[config.mk]
export PLATFORM = sky130hd
export DESIGN_NAME = bus_arbiter
export DESIGN_NICKNAME = d
export VERILOG_FILES = /design/src/rtl/bus_arbiter_pkg.sv /design/src/rtl/bus_arbiter_rr_arb2.sv /design/src/rtl/bus_arbiter.sv
export SDC_FILE = /design/constraint.sdc
export NUM_CORES = 1
export LEC_CHECK = 0
export BUFFER_PORTS_ARGS = -buffer_cell sky130_fd_sc_hd__buf_2
export CAP_MARGIN = 40
export CORE_ASPECT_RATIO = 0.75
export CORE_MARGIN = 4
export CORE_UTILIZATION = 47
export CTS_CLUSTER_SIZE = 40
export DETAILED_ROUTE_END_ITERATION = 8
export MAX_ROUTING_LAYER = met4
export PLACE_DENSITY = 0.81
export REMOVE_ABC_BUFFERS = 1
export SYNTH_ARGS = -nofsm -noshare
export SYNTH_HDL_FRONTEND = slang
export SYNTH_HIERARCHICAL = 1
export SYNTH_SLANG_ARGS = --single-unit
[constraint.sdc]
create_clock -name clk -period 2.8 [get_ports clk]
set_input_delay 0 -clock clk [delete_from_list [all_inputs] [get_ports clk]]
set_output_delay 0 -clock clk [all_outputs]
set_load 0.01 [all_outputs]
[src/rtl/bus_arbiter_pkg.sv]
//------------------------------------------------------------------------------
// Module : bus_arbiter_pkg
// Brief  : System address map and sequencer state encoding shared by the
//          two-master bus arbiter and the system bridge.
// Rev    : 1.0 - initial release
//------------------------------------------------------------------------------
`default_nettype none

package bus_arbiter_pkg;

  // System address map (inclusive byte-address ranges)
  localparam logic [31:0] MAP_DM_BEGIN = 32'h0000_0000;
  localparam logic [31:0] MAP_DM_END   = 32'h0000_2FFF;
  localparam logic [31:0] MAP_T0_BEGIN = 32'h0000_7F00;
  localparam logic [31:0] MAP_T0_END   = 32'h0000_7F0B;
  localparam logic [31:0] MAP_T1_BEGIN = 32'h0000_7F10;
  localparam logic [31:0] MAP_T1_END   = 32'h0000_7F1B;

  // Access sequencer states
  typedef enum logic [1:0] {
    IDLE = 2'd0,
    ADDR = 2'd1,
    RESP = 2'd2
  } state_e;

  // Inclusive range test used by the address decoder
  function automatic logic in_range(input logic [31:0] a,
                                    input logic [31:0] lo,
                                    input logic [31:0] hi);
    return (a >= lo) && (a <= hi);
  endfunction

endpackage

`default_nettype wire

[src/rtl/bus_arbiter_rr_arb2.sv]
//------------------------------------------------------------------------------
// Module : rr_arb2
// Brief  : Two-input round-robin picker. A lone requester always wins; on
//          contention the requester that did not win last time is chosen.
// Rev    : 1.0 - initial release
//------------------------------------------------------------------------------
`default_nettype none

module rr_arb2 (
  input  logic [1:0] req,
  input  logic       last,
  output logic [1:0] gnt
);

  // One-hot pick from the request vector, alternating on contention
  always_comb begin
    gnt = 2'b00;
    case (req)
      2'b01:   gnt = 2'b01;
      2'b10:   gnt = 2'b10;
      2'b11:   gnt = last ? 2'b01 : 2'b10;
      default: gnt = 2'b00;
    endcase
  end

endmodule

`default_nettype wire

[src/rtl/bus_arbiter.sv]
//------------------------------------------------------------------------------
// Module : bus_arbiter
// Brief  : Two-master round-robin arbiter and access sequencer in front of the
//          system bridge. Each accepted request drives the bridge for one
//          cycle, is checked against the address map, and returns a one-cycle
//          registered response (data or error) to its owner.
// Rev    : 1.0 - initial release
//------------------------------------------------------------------------------
`default_nettype none

module bus_arbiter
  import bus_arbiter_pkg::*;
#(
  parameter logic [31:0] DM_BEGIN = MAP_DM_BEGIN,
  parameter logic [31:0] DM_END   = MAP_DM_END,
  parameter logic [31:0] T0_BEGIN = MAP_T0_BEGIN,
  parameter logic [31:0] T0_END   = MAP_T0_END,
  parameter logic [31:0] T1_BEGIN = MAP_T1_BEGIN,
  parameter logic [31:0] T1_END   = MAP_T1_END
) (
  input  logic        clk,
  input  logic        reset,
  input  logic        m0_req,
  input  logic [31:0] m0_addr,
  input  logic [31:0] m0_wdata,
  input  logic [3:0]  m0_byteen,
  output logic        m0_gnt,
  output logic        m0_rvalid,
  output logic [31:0] m0_rdata,
  output logic        m0_err,
  input  logic        m1_req,
  input  logic [31:0] m1_addr,
  input  logic [31:0] m1_wdata,
  input  logic [3:0]  m1_byteen,
  output logic        m1_gnt,
  output logic        m1_rvalid,
  output logic [31:0] m1_rdata,
  output logic        m1_err,
  output logic [31:0] bus_addr,
  output logic [31:0] bus_wdata,
  output logic [3:0]  bus_byteen,
  input  logic [31:0] bus_rdata
);

  state_e      state_q, state_d;
  logic        last_q, last_d;
  logic        owner_q, owner_d;
  logic [31:0] addr_q, addr_d;
  logic [31:0] wdata_q, wdata_d;
  logic [3:0]  byteen_q, byteen_d;
  logic        m0_rvalid_q, m0_rvalid_d;
  logic        m1_rvalid_q, m1_rvalid_d;
  logic [31:0] m0_rdata_q, m0_rdata_d;
  logic [31:0] m1_rdata_q, m1_rdata_d;
  logic        m0_err_q, m0_err_d;
  logic        m1_err_q, m1_err_d;

  logic        grant_window;
  logic [1:0]  arb_req;
  logic [1:0]  gnt;
  logic        is_dmem;
  logic        is_timer;
  logic        addr_err;

  // Grants are only offered outside ADDR; reset suppresses them so a master
  // never sees an acceptance for a request that is about to be discarded.
  assign grant_window = !reset && ((state_q == IDLE) || (state_q == RESP));
  assign arb_req      = grant_window ? {m1_req, m0_req} : 2'b00;

  rr_arb2 u_rr_arb2 (
    .req  (arb_req),
    .last (last_q),
    .gnt  (gnt)
  );

  // Address map check on the latched request; timers only take full-word or read
  always_comb begin
    is_dmem  = in_range(addr_q, DM_BEGIN, DM_END);
    is_timer = in_range(addr_q, T0_BEGIN, T0_END) ||
               in_range(addr_q, T1_BEGIN, T1_END);
    addr_err = !(is_dmem || is_timer) ||
               (is_timer && (byteen_q != 4'b0000) && (byteen_q != 4'b1111));
  end

  // Sequencer next state, request capture and response staging
  always_comb begin
    state_d     = state_q;
    last_d      = last_q;
    owner_d     = owner_q;
    addr_d      = addr_q;
    wdata_d     = wdata_q;
    byteen_d    = byteen_q;
    m0_rdata_d  = m0_rdata_q;
    m1_rdata_d  = m1_rdata_q;
    m0_err_d    = m0_err_q;
    m1_err_d    = m1_err_q;
    // The response pulse follows the single ADDR cycle of its owner
    m0_rvalid_d = (state_q == ADDR) && !owner_q;
    m1_rvalid_d = (state_q == ADDR) &&  owner_q;

    case (state_q)
      IDLE:    state_d = (|gnt) ? ADDR : IDLE;
      ADDR:    state_d = RESP;
      RESP:    state_d = (|gnt) ? ADDR : IDLE;
      default: state_d = IDLE;
    endcase

    if (|gnt) begin
      owner_d  = gnt[1];
      last_d   = gnt[1];
      addr_d   = gnt[1] ? m1_addr   : m0_addr;
      wdata_d  = gnt[1] ? m1_wdata  : m0_wdata;
      byteen_d = gnt[1] ? m1_byteen : m0_byteen;
    end

    if (state_q == ADDR) begin
      if (owner_q) begin
        m1_rdata_d = addr_err ? 32'h0 : bus_rdata;
        m1_err_d   = addr_err;
      end else begin
        m0_rdata_d = addr_err ? 32'h0 : bus_rdata;
        m0_err_d   = addr_err;
      end
    end
  end

  // State and datapath registers
  always_ff @(posedge clk) begin
    if (reset) begin
      state_q     <= IDLE;
      last_q      <= 1'b1;
      owner_q     <= 1'b0;
      addr_q      <= 32'h0;
      wdata_q     <= 32'h0;
      byteen_q    <= 4'h0;
      m0_rvalid_q <= 1'b0;
      m1_rvalid_q <= 1'b0;
      m0_rdata_q  <= 32'h0;
      m1_rdata_q  <= 32'h0;
      m0_err_q    <= 1'b0;
      m1_err_q    <= 1'b0;
    end else begin
      state_q     <= state_d;
      last_q      <= last_d;
      owner_q     <= owner_d;
      addr_q      <= addr_d;
      wdata_q     <= wdata_d;
      byteen_q    <= byteen_d;
      m0_rvalid_q <= m0_rvalid_d;
      m1_rvalid_q <= m1_rvalid_d;
      m0_rdata_q  <= m0_rdata_d;
      m1_rdata_q  <= m1_rdata_d;
      m0_err_q    <= m0_err_d;
      m1_err_q    <= m1_err_d;
    end
  end

  assign m0_gnt     = gnt[0];
  assign m1_gnt     = gnt[1];
  assign m0_rvalid  = m0_rvalid_q;
  assign m1_rvalid  = m1_rvalid_q;
  assign m0_rdata   = m0_rdata_q;
  assign m1_rdata   = m1_rdata_q;
  assign m0_err     = m0_err_q;
  assign m1_err     = m1_err_q;
  assign bus_addr   = addr_q;
  assign bus_wdata  = wdata_q;
  // Write strobes reach the bridge only during ADDR and only for a legal access
  assign bus_byteen = ((state_q == ADDR) && !addr_err) ? byteen_q : 4'b0000;

endmodule

`default_nettype wire

==> summary.md <==
| Metric | Value |
|---|---|
| Max VDD drop | `~0.43 mV` |
| PostCTS Resize Cnt | `0` |
| Final setup viols | `0` |
| Overflow after GRT | `0` |
| Hold Crit Start | `m0_addr[13]` |
| Post-synthesis xor/xnor area fraction | `0%` |
| P&R area growth vs syn | `63.66%` |
| Routability cong. | `about 0.91` |
| Crit path cell chain | `nor3b_1, a21boi_4, buf_12, buf_12, mux2i_1, nor2_1, a21oi_1, dlygate4sd3_1, nor2_1` |
| Critical Path End Type | `flip-flop` |
| Clk sinks | `140` |
| Starting Density | `around half` |
| Reg clk slew, reported paths | `0.06 ns` |
| Global-route wire length before repair | `around 40 mm` |
| Hold slack | `0.03242 ns` |
| CTS Buf Count | `17` |
| Synth cell types | `28` |
| CP startpoint kind | `flip-flop` |
| Vias | `7495` |
| Total power | `~5.5 mW` |
| IO buf count | `~310` |
| GRT Total Usage | `around a third` |
| Outcome | `finished, final reports clean` |
| CTS tree | `done` |
| # rows | `36` |
| Max Cap Viol | `0` |
| Die Height | `roughly 110 um` |
| Die area | `between 15000 and 20000 sq um` |
| Hold Path Depth | `5` |
| Final hold viol count | `0` |
| DR WL/cell | `a little over 20 um` |
| Clock latency at the later pin of the worst-skew pair | `around 0.41 ns` |
| CP Class | `flip-flop to flip-flop` |
| Fin crit period | `around 2.7 ns` |
| Post-route clock period utilization | `96.31%` |
| I/O pins | `310` |
| Vias in the first global route | `roughly 7600` |
| Slowest CP cell | `dlygate4sd3_1` |
| FMAX | `about 370 MHz` |
| Largest net degree at the start of global routing | `a little under 100` |
| H-tree depth | `4` |
| RSZ-0062 raised after global routing | `no` |
| Slew headroom | `a little over two fifths` |
| HP Class | `input pin to flip-flop` |
| Non-filler cells in the finished layout | `~1300` |
| Least-Margin Pin Slew | `0.8583 ns` |
| DP HPWL | `14.27 mm` |
| Multiplexer share of the synthesized area | `10.61%` |
| Largest family of logic cells by synthesized area | `compound AO/OA/AOI/OAI gates` |
| Max-slew violations | `0` |
| Worst r2r dst | `bus_addr[27]` |
| Mapped cell area | `~6400 sq um` |
| CORE AREA | `13150 sq um` |
| P per Cell Area | `roughly 530 nW/um^2` |
| Synth area leader | `dfxtp_1` |
| Worst r2r src | `state_q[0]` |
| Worst R2R Setup Slack | `0.10 ns` |
| Root buffer cell | `clkbuf_16` |
| 1st-iter DRT viols | `602` |
| Placed insts | `1122` |
| Avg Synthesized Cell Area | `around 9.3 sq um` |
| CTS Buffer Depth | `2` |
| Area of the multi-input gates | `approximately 3300 sq um` |
| Layout Skew | `0.01118 ns` |
| Synth Area in Simple Gates | `17.48%` |
| Synth Area in Compound Gates | `a little under a quarter` |
| Worst Path Arrival | `a little under 3 ns` |
| Register area | `around 2800 sq um` |
| Largest cells by area after synthesis | `dfxtp_1 (44%), o41ai_2 (16%), mux2i_1 (11%), nor2_1 (8.3%), a21oi_1 (5.5%)` |
| CP max FO | `12` |
| Synthesized flop and latch total | `140` |
| Worst R2R Path Depth | `9` |
| Critical path's largest stage delay | `approximately 0.6 ns` |
| Post-synth top area share | `43.69%` |
| Share of cells above drive strength 1 | `between 30% and 40%` |
| Adder-cell share of the synthesized area | `0%` |
| Sequential share of the synthesized area | `between 40% and 50%` |
| Worst path bufs/invs | `3` |
| Lkg Pwr | `a little under 5 nW` |
| NumNets Final | `around 1300` |
| Initial antenna violation count | `4` |
| Fin Setup TNS | `0 ns` |
| Worst path required time | `just over 3 ns` |
| Remaining DRCs | `0` |
| Cell family with most CP delay | `buffers and inverters` |
| Post-Synthesis Cells | `roughly 690` |
| WL final | `27.07 mm` |
| Fill count | `roughly 760` |
| Detail Route Antenna Nets | `0` |
| Die Span X | `roughly 140 um` |
| Warnings, synthesis | `6` |
| Hold endpoint | `bus_addr[13]` |
| First-pass DRT Iterations | `6` |
| Vias/cell | `between 5 and 6` |
[report_power, final]
group | switching [mW] | internal [mW]
Sequential | 0.0734 | 2.08
Clock | 0.910 | 1.25
Combinational | 0.644 | 0.571
[layer usage]
metal / up-vias / GRT usage, % / share of wire (%)
met4: 0 / 21.44 / 5.8
met2: 452 / 59.22 / 52
li1: 3379 / - / -
met3: 137 / 6.181 / 7.0
met1: 3527 / 36.12 / 36
met5: - / - / 0
[registers in the layout, summed over array words and instances (netlist names)]
name and cells:
bus_addr 32, bus_wdata 32, m0_rdata 32, m1_rdata 32, byteen_q 4, state_q 2
last_q 1, m0_err 1, m0_rvalid 1, m1_err 1, m1_rvalid 1, owner_q 1
[synthesized netlist by cell type (all sizes together)]
master / n
a21oi: 70
buf: 22
o311a: 2
nor4b: 1
nor3: 2
or2: 1
nand2b: 3
or4: 2
clkbuf: 49
nand4: 3
nand2: 34
inv: 7
a211oi: 1
nor4: 7
nor3b: 2
dfxtp: 140
mux2i: 68
nand3b: 1
nand3: 64
a21boi: 2
o41ai: 64
a211o: 1
nor2: 141
a31oi: 1
[logic make-up after synthesis]
| kind of cell | Yosys count |
|---|---|
| mux | 68 |
| flops | 140 |
| buf+inv | 78 |
| simple gates | 261 |
| compound gates | 141 |
[per-stage QoR]
| step | setup slack, ns | util, % | cell area, sq um |
|---|---|---|---|
| floorplan | -5.907 | - | 6080 |
| global placement | 0.6172 | 62.15 | 8174 |
| detailed placement | 0.5499 | 62.30 | 8194 |
| CTS | 0.006456 | 79.20 | 10420 |
| global route | 0.0001226 | 79.80 | 10500 |
| finish | 0.1034 | 79.82 | 10500 |
[worst reg2reg max path, stage by stage (launching register included)]
cell and delay (ns):
dfxtp_1 0.35, nor3b_1 0.45, a21boi_4 0.28, buf_12 0.17, buf_12 0.17, mux2i_1 0.22
nor2_1 0.06, a21oi_1 0.16, dlygate4sd3_1 0.60, nor2_1 0.07
[placed cells by master (no fill, tap or decap), drive strengths merged]
cell         instances
a211o                1
a211oi               1
a21boi               2
a21oi               70
a31oi                1
buf                340
bufinv               1
clkbuf              19
clkinv               5
clkinvlp             5
dfxtp              140
diode                5
dlygate4sd3        166
inv                  9
mux2i               68
nand2               34
nand2b               3
nand3               64
nand3b               1
nand4                3
nor2               141
nor3                 2
nor3b                2
nor4                 7
nor4b                1
o311a                2
o41ai               64
or2                  1
or4                  2
[timing repair]
action                                  CTS  global route
setup buffers                             0             6
endpoints found under the hold margin   133             0
endpoints found under the setup margin    0            50
hold buffers                            166             0
[how the worst max path moves through the flow]
stage,end,cells past startpoint,start
finish,bus_addr[27],9,state_q[0]
global route,bus_addr[27],9,state_q[0]
CTS,bus_addr[10],8,state_q[0]
detailed placement,bus_wdata[8],7,state_q[0]
global placement,bus_wdata[5],7,state_q[0]
floorplan,bus_addr[0],5,state_q[0]
[cell type report]
class / instances / share of cell area [%]
clock buffers: 19 / 4.219
clock inverters: 13 / 1.120
repair buffers: 506 / 34.20
well taps: 171 / 2.038
flip-flops and latches: 140 / 26.70
multi-input cells: 470 / 31.36
diodes: 5 / 0.1192
inverters: 7 / 0.2503
(Power assumes the default switching activity.)
